[src/rtl/ghost_position_commit_if.sv]
// rtl/ghost_position_commit_if.sv - ghost controller <-> position commit stage link
//
// Purpose: carries the controller's step proposal into the commit stage and
//          the committed position/direction back to the controller.
// Signals:
//   move_tick        one-cycle step request
//   next_x, next_y   proposed pixel position
//   ghost_direction  proposed direction
//   x, y             committed ghost position
//   dir_out          direction of the last committed step
//   blocked          one-cycle pulse when a proposal was rejected
interface ghost_position_commit_if #(
    parameter int XW = 10,
    parameter int YW = 9
);
    logic          move_tick;
    logic [XW-1:0] next_x;
    logic [YW-1:0] next_y;
    logic [1:0]    ghost_direction;
    logic [XW-1:0] x;
    logic [YW-1:0] y;
    logic [1:0]    dir_out;
    logic          blocked;

    modport master (
        output move_tick, next_x, next_y, ghost_direction,
        input  x, y, dir_out, blocked
    );

    modport slave (
        input  move_tick, next_x, next_y, ghost_direction,
        output x, y, dir_out, blocked
    );
endinterface

[src/rtl/ghost_position_commit.sv]
// rtl/ghost_position_commit.sv - validates and commits ghost steps, handles capture and respawn
//
// Purpose: latches a proposed step on move_tick, checks it against tile
//          alignment, playfield bounds and the wall map, commits accepted
//          steps, detects contact with Pac-Man and runs the respawn hold.
// Ports:
//   clk_i, reset_i     clock, synchronous active-high reset
//   mv                 step proposal in / committed position out (slave)
//   pacman_x_i/_y_i    current Pac-Man position
//   tilemap_walls_i    wall bit per tile, index row*COLS+col
//   caught_o           one-cycle pulse on contact
//   respawning_o       high during the respawn hold
//   tick_overrun_o     sticky: a tick arrived while CHECK/COMMIT was busy
module ghost_position_commit #(
    parameter int TILE_SIZE     = 20,
    parameter int COLS          = 32,
    parameter int ROWS          = 24,
    parameter int START_X       = 600,
    parameter int START_Y       = 320,
    parameter int RESPAWN_TICKS = 60,
    parameter int WIDTH         = COLS * TILE_SIZE,
    parameter int HEIGHT        = ROWS * TILE_SIZE
) (
    input  logic                        clk_i,
    input  logic                        reset_i,
    ghost_position_commit_if.slave      mv,
    input  logic [$clog2(WIDTH)-1:0]    pacman_x_i,
    input  logic [$clog2(HEIGHT)-1:0]   pacman_y_i,
    input  logic [ROWS*COLS-1:0]        tilemap_walls_i,
    output logic                        caught_o,
    output logic                        respawning_o,
    output logic                        tick_overrun_o
);
    localparam int XW = $clog2(WIDTH);
    localparam int YW = $clog2(HEIGHT);
    localparam int IW = $clog2(ROWS * COLS);

    localparam logic [1:0] DIR_UP    = 2'd0;
    localparam logic [1:0] DIR_DOWN  = 2'd1;
    localparam logic [1:0] DIR_LEFT  = 2'd2;
    localparam logic [1:0] DIR_RIGHT = 2'd3;

    typedef enum logic [1:0] {S_IDLE, S_CHECK, S_COMMIT, S_RESPAWN} state_t;

    state_t        state_q, state_d;
    logic [XW-1:0] prop_x_q, prop_x_d, x_q, x_d;
    logic [YW-1:0] prop_y_q, prop_y_d, y_q, y_d;
    logic [1:0]    prop_dir_q, prop_dir_d, dir_q, dir_d;
    logic          blocked_q, blocked_d;
    logic          caught_q, caught_d;
    logic          overrun_q, overrun_d;
    logic [7:0]    cnt_q, cnt_d;

    // Tile lookup for the latched proposal; constant divisors keep it one cycle.
    logic [XW-1:0] col_c;
    logic [YW-1:0] row_c;
    logic [IW-1:0] tile_idx;
    logic          aligned, in_range, wall_hit, reject, contact;

    always_comb begin
        col_c    = prop_x_q / XW'(TILE_SIZE);
        row_c    = prop_y_q / YW'(TILE_SIZE);
        aligned  = (prop_x_q % XW'(TILE_SIZE) == '0) && (prop_y_q % YW'(TILE_SIZE) == '0);
        in_range = (col_c < XW'(COLS)) && (row_c < YW'(ROWS));
        // Index is only meaningful when in range; the wall bit is masked otherwise.
        tile_idx = IW'(row_c) * IW'(COLS) + IW'(col_c);
        wall_hit = in_range && tilemap_walls_i[tile_idx];
        reject   = !aligned || !in_range || wall_hit;
        contact  = (x_q == pacman_x_i) && (y_q == pacman_y_i);
    end

    always_comb begin
        state_d    = state_q;
        prop_x_d   = prop_x_q;
        prop_y_d   = prop_y_q;
        prop_dir_d = prop_dir_q;
        x_d        = x_q;
        y_d        = y_q;
        dir_d      = dir_q;
        blocked_d  = 1'b0;
        caught_d   = 1'b0;
        overrun_d  = overrun_q;
        cnt_d      = cnt_q;
        case (state_q)
            S_IDLE: begin
                // Contact wins over a same-cycle tick; that tick is simply discarded.
                if (contact) begin
                    caught_d = 1'b1;
                    cnt_d    = 8'(RESPAWN_TICKS);
                    state_d  = S_RESPAWN;
                end else if (mv.move_tick) begin
                    prop_x_d   = mv.next_x;
                    prop_y_d   = mv.next_y;
                    prop_dir_d = mv.ghost_direction;
                    state_d    = S_CHECK;
                end
            end
            S_CHECK: begin
                if (mv.move_tick) overrun_d = 1'b1;
                if (reject) begin
                    blocked_d = 1'b1;
                    state_d   = S_IDLE;
                end else begin
                    state_d = S_COMMIT;
                end
            end
            S_COMMIT: begin
                if (mv.move_tick) overrun_d = 1'b1;
                x_d     = prop_x_q;
                y_d     = prop_y_q;
                dir_d   = prop_dir_q;
                state_d = S_IDLE;
            end
            S_RESPAWN: begin
                if (mv.move_tick) begin
                    if (cnt_q <= 8'd1) begin
                        cnt_d   = 8'd0;
                        x_d     = XW'(START_X);
                        y_d     = YW'(START_Y);
                        dir_d   = DIR_DOWN;
                        state_d = S_IDLE;
                    end else begin
                        cnt_d = cnt_q - 8'd1;
                    end
                end
            end
            default: state_d = S_IDLE;
        endcase
    end

    always_ff @(posedge clk_i) begin
        if (reset_i) begin
            state_q    <= S_IDLE;
            prop_x_q   <= '0;
            prop_y_q   <= '0;
            prop_dir_q <= DIR_UP;
            x_q        <= XW'(START_X);
            y_q        <= YW'(START_Y);
            dir_q      <= DIR_DOWN;
            blocked_q  <= 1'b0;
            caught_q   <= 1'b0;
            overrun_q  <= 1'b0;
            cnt_q      <= 8'd0;
        end else begin
            state_q    <= state_d;
            prop_x_q   <= prop_x_d;
            prop_y_q   <= prop_y_d;
            prop_dir_q <= prop_dir_d;
            x_q        <= x_d;
            y_q        <= y_d;
            dir_q      <= dir_d;
            blocked_q  <= blocked_d;
            caught_q   <= caught_d;
            overrun_q  <= overrun_d;
            cnt_q      <= cnt_d;
        end
    end

    assign mv.x           = x_q;
    assign mv.y           = y_q;
    assign mv.dir_out     = dir_q;
    assign mv.blocked     = blocked_q;
    assign caught_o       = caught_q;
    assign respawning_o   = (state_q == S_RESPAWN);
    assign tick_overrun_o = overrun_q;

    // DIR_LEFT/DIR_RIGHT document the encoding; only DIR_UP/DIR_DOWN are used here.
    logic unused_dirs;
    assign unused_dirs = ^{DIR_LEFT, DIR_RIGHT};
endmodule

[src/flat_wrapper.sv]
// flat-port wrapper written by rule: the top's interface ports become plain ports
module ghost_position_commit_flat 
#(
    parameter int TILE_SIZE     = 20,
    parameter int COLS          = 32,
    parameter int ROWS          = 24,
    parameter int START_X       = 600,
    parameter int START_Y       = 320,
    parameter int RESPAWN_TICKS = 60,
    parameter int WIDTH         = COLS * TILE_SIZE,
    parameter int HEIGHT        = ROWS * TILE_SIZE
)
  (clk_i, reset_i, pacman_x_i, pacman_y_i, tilemap_walls_i, caught_o, respawning_o, tick_overrun_o, mv_move_tick, mv_next_x, mv_next_y, mv_ghost_direction, mv_x, mv_y, mv_dir_out, mv_blocked);
  ghost_position_commit_if #(.XW(10), .YW(9)) mv_i ();
  input  logic clk_i;
  input  logic reset_i;
  input  logic [$clog2(WIDTH)-1:0] pacman_x_i;
  input  logic [$clog2(HEIGHT)-1:0] pacman_y_i;
  input  logic [ROWS*COLS-1:0] tilemap_walls_i;
  output logic caught_o;
  output logic respawning_o;
  output logic tick_overrun_o;
  input wire logic [$bits(mv_i.move_tick)-1:0] mv_move_tick;
  input wire logic [$bits(mv_i.next_x)-1:0] mv_next_x;
  input wire logic [$bits(mv_i.next_y)-1:0] mv_next_y;
  input wire logic [$bits(mv_i.ghost_direction)-1:0] mv_ghost_direction;
  output wire logic [$bits(mv_i.x)-1:0] mv_x;
  output wire logic [$bits(mv_i.y)-1:0] mv_y;
  output wire logic [$bits(mv_i.dir_out)-1:0] mv_dir_out;
  output wire logic [$bits(mv_i.blocked)-1:0] mv_blocked;
  assign mv_i.move_tick = mv_move_tick;
  assign mv_i.next_x = mv_next_x;
  assign mv_i.next_y = mv_next_y;
  assign mv_i.ghost_direction = mv_ghost_direction;
  assign mv_x = mv_i.x;
  assign mv_y = mv_i.y;
  assign mv_dir_out = mv_i.dir_out;
  assign mv_blocked = mv_i.blocked;
  ghost_position_commit #(.TILE_SIZE(TILE_SIZE), .COLS(COLS), .ROWS(ROWS), .START_X(START_X), .START_Y(START_Y), .RESPAWN_TICKS(RESPAWN_TICKS), .WIDTH(WIDTH), .HEIGHT(HEIGHT)) u_core (.clk_i(clk_i), .reset_i(reset_i), .mv(mv_i), .pacman_x_i(pacman_x_i), .pacman_y_i(pacman_y_i), .tilemap_walls_i(tilemap_walls_i), .caught_o(caught_o), .respawning_o(respawning_o), .tick_overrun_o(tick_overrun_o));
endmodule
[config.mk]
export PLATFORM = sky130hd
export DESIGN_NAME = ghost_position_commit_flat
export DESIGN_NICKNAME = d
export VERILOG_FILES = /design/src/rtl/ghost_position_commit_if.sv /design/src/rtl/ghost_position_commit.sv /design/src/flat_wrapper.sv
export SDC_FILE = /design/constraint.sdc
export NUM_CORES = 1
export LEC_CHECK = 0
export ABC_AREA = 1
export CORE_AREA = 2 2 324 326
export DETAILED_ROUTE_END_ITERATION = 6
export DIE_AREA = 0 0 326 328
export PLACE_DENSITY = 0.34
export SYNTH_ARGS = -nofsm -noshare
export SYNTH_HDL_FRONTEND = slang
export SYNTH_SLANG_ARGS = --single-unit
[constraint.sdc]
create_clock -name clk_i -period 5.75 [get_ports clk_i]
set_clock_uncertainty 0.1 [all_clocks]
set_input_delay 1.15 -clock clk_i [delete_from_list [all_inputs] [get_ports clk_i]]
set_output_delay 1.15 -clock clk_i [all_outputs]
set_load 0.05 [all_outputs]
==> reports/results.md <==
| Step | Parameter | Value |
|---|---|---|
| power and ir drop | Clock power share | 0.025 |
| setup path | Element type at the critical path end | flop |
| timing | Worst rel slew slack | 0.287 |
| logic synthesis | Main flop type after synthesis | sky130_fd_sc_hd__dfxtp_1 |
| timing | Period utilisation layout | 0.908 |
| grt | Pin count of the biggest net entering global routing | 158 |
| setup path | Largest fanout on the critical path | 6 |
| placement | HPWL after detailed placement | 84400 microns |
| layout | Ratio of cells with drive above 1 in the final layout | 0.0403 |
| logic synthesis | Flip-flop and latch count after synthesis | 55 |
| floorplanning | Starting density of the core | 0.107 |
| clocking | Reg clk slew, reported paths | 0.09 ns |
| floorplanning | Die X-Extent | 326 microns |
| setup path | CP startpoint kind | flop |
| timing | Highest Clock Rate | 192 MHz |
| power and ir drop | Max IR drop VDD | 0.000478 V |
| timing | Setup-violating endpoint count in the final report | 0 |
| placement | IO buf count | 835 |
| timing | Worst Tran Pin Value | 1.07 ns |
| layout | Post-layout nets | 3720 |
| power and ir drop | Int Pwr | 4.52 mW |
| setup path | Worst Path Buf+Inv | 10 |
| clocking | Num Clock Sinks | 55 |
| route | Via total after detailed routing | 18400 |
| route | Ratio of routed vias to standard cells | 4.27 |
| logic synthesis | Ys Warns | 0 |
| setup path | Critical path's largest stage delay | 0.40 ns |
| grt | Wire length of the first global-routing pass | 145000 microns |
| setup path | Crit Path Class | flop to flop |
| timing | Final hold vios | 0 |
| floorplanning | Core Rows | 118 |
| power and ir drop | Reg power frac | 0.036 |
| clocking | CTS H-Tree Depth | 2 |
| grt | Overall overflow remaining after global route | 0 |
| power and ir drop | Power density over the cells | 641 nW/um^2 |
| power and ir drop | Share of power burned in combinational logic | 0.939 |
| timing | Final-layout worst hold slack | 0.348 ns |
| logic synthesis | Share of async-settable or async-resettable flops after synthesis | 0 |
| route | Post-detailed-route count of antenna-violating nets | 0 |
| logic synthesis | Synthesized area | 11000 sq um |
| logic synthesis | Cell variety after synth | 39 |
| status | Outcome | finished, final reports clean |
| floorplanning | Core region area | 103000 sq um |
| placement | Weighted congestion at the end of routability-driven global placement | 0.897 |
| grt | Vias in the first global route | 18500 |
| logic synthesis | Sequential element share of the synthesized area | 0.0998 |
| power and ir drop | Fraction of power spent switching nets | 0.669 |
| timing | Number of pins exceeding their max-slew limit in the final report | 0 |
| setup path | Worst EP required | 5.84 ns |
| clocking | Max clock buf depth | 2 |
| grt | Global router's overall resource usage | 0.188 |
| logic synthesis | Avg Inst Size Synth | 5.04 sq um |
| route | TritonRoute pass-1 iters | 5 |
| power and ir drop | Switching power | 9.11 mW |
| setup path | Kind of cell adding the most delay to the critical path | simple AND/OR/NAND/NOR gates |
| floorplanning | Die ar. | 107000 sq um |
| logic synthesis | Post-Synthesis Cells | 2191 |
| route | Post-Route WL | 107000 microns |
| clocking | CTS tree | done |
| route | DRC violation count after routing | 0 |
| setup path | Critical path's most frequent cell | sky130_fd_sc_hd__nor2_1 |
| route | Post-detailed-route wirelength per cell | 25.0 microns |
| min path | Hold WC Path Type | flop to flop |
| floorplanning | I/O Pins | 836 |
| run | Max-cap violations | 0 |
| layout | Utilization of the core after routing | 0.206 |
| timing | Clock period minus final worst setup slack | 5.22 ns |
| logic synthesis | Synth Net Count | 3011 |
| floorplanning | Die Ht | 328 microns |
| clocking | Clock root buffer | sky130_fd_sc_hd__clkbuf_16 |
| setup path | Slowest cell on the critical path | sky130_fd_sc_hd__dfxtp_1 |
| power and ir drop | Leak Pwr | 8.36 nW |
| grt | Number of antenna violations at the first check in global routing | 23 |
| route | Detailed Route Iter0 Violations | 1187 |
| setup path | Critical Path AT | 5.31 ns |
| clocking | # hold bufs at CTS | 0 |
| clocking | Clock latency at the later pin of the worst-skew pair | 0.32 ns |
| logic synthesis | Post-synth EDFFs | 0 |
| layout | Layout Area Growth over Synthesis | 92.5% |
| clocking | Num CTS Buffers | 5 |
==> state kept, by name, summed over array words and instances, names as in the netlist <==
register / cells
u_core.mv.x: 10
u_core.mv.y: 9
u_core.tick_overrun_o: 1
u_core.prop_y_q: 9
u_core.state_q: 2
u_core.cnt_q: 8
u_core.prop_x_q: 10
u_core.caught_o: 1
u_core.mv.dir_out: 2
u_core.prop_dir_q: 2
u_core.mv.blocked: 1
==> worst reg2reg max path: cells and delay by family (launching register included) <==
| family | cells | cell delay (ns) |
|---|---|---|
| buffers and inverters | 10 | 0.96 |
| flip-flops | 1 | 0.40 |
| AO/OA/AOI/OAI | 6 | 0.98 |
| adder cells (fa/ha/maj) | 2 | 0.30 |
| XOR/XNOR | 1 | 0.10 |
| AND/OR/NAND/NOR | 17 | 2.24 |
==> metrics by stage <==
stage               total power [mW]  std cells  setup TNS (ns)  instance area [sq um]  worst slack, ns
CTS                             13.5       4268               0                  20900           0.0444
floorplan                       8.07       2191               0                  11000             1.36
global route                    15.0       4294        -0.00218                  21200         -0.00218
detailed placement              13.1       4260          -0.189                  20800           -0.143
finish                          13.6       4300               0                  21200            0.531
global placement                13.1       4260         -0.0534                  20800          -0.0534
==> cell usage in the layout, fill, tap and decap left out, types with 3 or more instances in the layout <==
cell type | netlist | final
sky130_fd_sc_hd__ha_1 | 9 | 7
sky130_fd_sc_hd__nor2_2 | 3 | 3
sky130_fd_sc_hd__nor3b_1 | 3 | 3
sky130_fd_sc_hd__clkinvlp_4 | 0 | 3
sky130_fd_sc_hd__a211oi_1 | 5 | 5
sky130_fd_sc_hd__buf_12 | 0 | 13
sky130_fd_sc_hd__clkbuf_16 | 0 | 6
sky130_fd_sc_hd__buf_4 | 10 | 42
sky130_fd_sc_hd__nand3_1 | 956 | 955
sky130_fd_sc_hd__clkdlybuf4s50_1 | 0 | 835
sky130_fd_sc_hd__nand2_8 | 0 | 3
sky130_fd_sc_hd__o21ai_1 | 4 | 4
sky130_fd_sc_hd__nand2_2 | 8 | 7
sky130_fd_sc_hd__a21oi_1 | 54 | 53
sky130_fd_sc_hd__nor2_1 | 36 | 35
sky130_fd_sc_hd__nand2_1 | 675 | 674
sky130_fd_sc_hd__inv_1 | 66 | 59
sky130_fd_sc_hd__nor3_1 | 7 | 7
sky130_fd_sc_hd__clkinv_1 | 4 | 3
sky130_fd_sc_hd__nand4_1 | 13 | 13
sky130_fd_sc_hd__dfxtp_1 | 55 | 54
sky130_fd_sc_hd__o21ai_0 | 44 | 44
sky130_fd_sc_hd__nand3_2 | 4 | 4
sky130_fd_sc_hd__diode_2 | 0 | 19
sky130_fd_sc_hd__or2_2 | 6 | 6
sky130_fd_sc_hd__o2111ai_1 | 3 | 3
sky130_fd_sc_hd__inv_2 | 6 | 7
sky130_fd_sc_hd__xnor2_1 | 12 | 11
sky130_fd_sc_hd__xor2_1 | 11 | 10
==> logic make-up (layout without fill, tap and decap cells) <==
| logic type | after synthesis | count (layout) | share of synthesized area |
|---|---|---|---|
| simple gates | 1715 | 1716 | 0.704 |
| buf+inv | 269 | 978 | 0.108 |
| compound gates | 119 | 119 | 0.0583 |
| flops | 55 | 55 | 0.0998 |
| xor+xnor | 23 | 23 | 0.0183 |
| fa+ha+maj | 9 | 9 | 0.0102 |
| mux | 1 | 1 | 0.000907 |
| other cells | 0 | 19 | 0 |
==> layout make-up <==
cell class	instances	area, sq um
fillers	12000	82000
repair buffers	894	9010
multi-input cells	1868	8880
well taps	1380	1730
flip-flops and latches	55	1100
inverters	76	320
clock buffers	5	125
diodes	19	47.5
clock inverters	3	33.8
==> per-layer routing <==
metal,track usage,vias up,part of all wire
met2,0.336,636,0.50
met1,0.240,8732,0.44
met5,0,-,0.00015
li1,-,8918,-
met4,0.0248,2,0.013
met3,0.0330,62,0.054
==> path summary, 6_finish.rpt <==
kind | startpoint | to | slack, ns | depth (start not counted)
min reg2reg | u_core.prop_dir_q[0] | u_core.prop_dir_q[0] | 0.35 | 2
max | u_core.prop_y_q[6] | u_core.state_q[1] | 0.53 | 36
max reg2reg | u_core.prop_y_q[6] | u_core.state_q[1] | 0.53 | 36
min | u_core.prop_dir_q[0] | u_core.prop_dir_q[0] | 0.35 | 2
==> cells in the mapped netlist (5+ instances only) <==
cell                       count  area [sq um]
sky130_fd_sc_hd__nand2_2       8          50.1
sky130_fd_sc_hd__ha_1          9           113
sky130_fd_sc_hd__xor2_1       11          96.3
sky130_fd_sc_hd__xnor2_1      12           105
sky130_fd_sc_hd__inv_2         6          22.5
sky130_fd_sc_hd__clkbuf_1     74           278
sky130_fd_sc_hd__buf_4        10          75.1
sky130_fd_sc_hd__a21oi_1      54           270
sky130_fd_sc_hd__nand2_1     675          2530
sky130_fd_sc_hd__nor3_1        7          35.0
sky130_fd_sc_hd__o21ai_0      44           220
sky130_fd_sc_hd__a211oi_1      5          37.5
sky130_fd_sc_hd__nand3_1     956          4780
sky130_fd_sc_hd__dfxtp_1      55          1100
sky130_fd_sc_hd__buf_1        17          63.8
sky130_fd_sc_hd__buf_2        87           435
sky130_fd_sc_hd__inv_1        66           248
sky130_fd_sc_hd__nor2_1       36           135
sky130_fd_sc_hd__buf_6         5          56.3
sky130_fd_sc_hd__or2_2         6          37.5
sky130_fd_sc_hd__nand4_1      13          81.3
==> what timing repair did <==
item | 4_1_cts | 5_1_grt
resized for setup | 1 | 22
setup buffers | 0 | 11
cloned | 0 | 2
endpoints found under the setup margin | 2 | 2
endpoints found under the hold margin | 0 | 0
pin swaps | 0 | 3
==> power by group through the flow <==
stage          combinational [mW]  clock [mW]  sequential, mW
2_1_floorplan                7.54           0           0.535
3_3_place_gp                 12.6           0           0.501
3_5_place_dp                 12.6           0           0.499
4_1_cts                      12.6       0.361           0.491
5_1_grt                      14.1       0.373           0.498
6_report                     12.8       0.346           0.490
(Power assumes the default switching activity.)
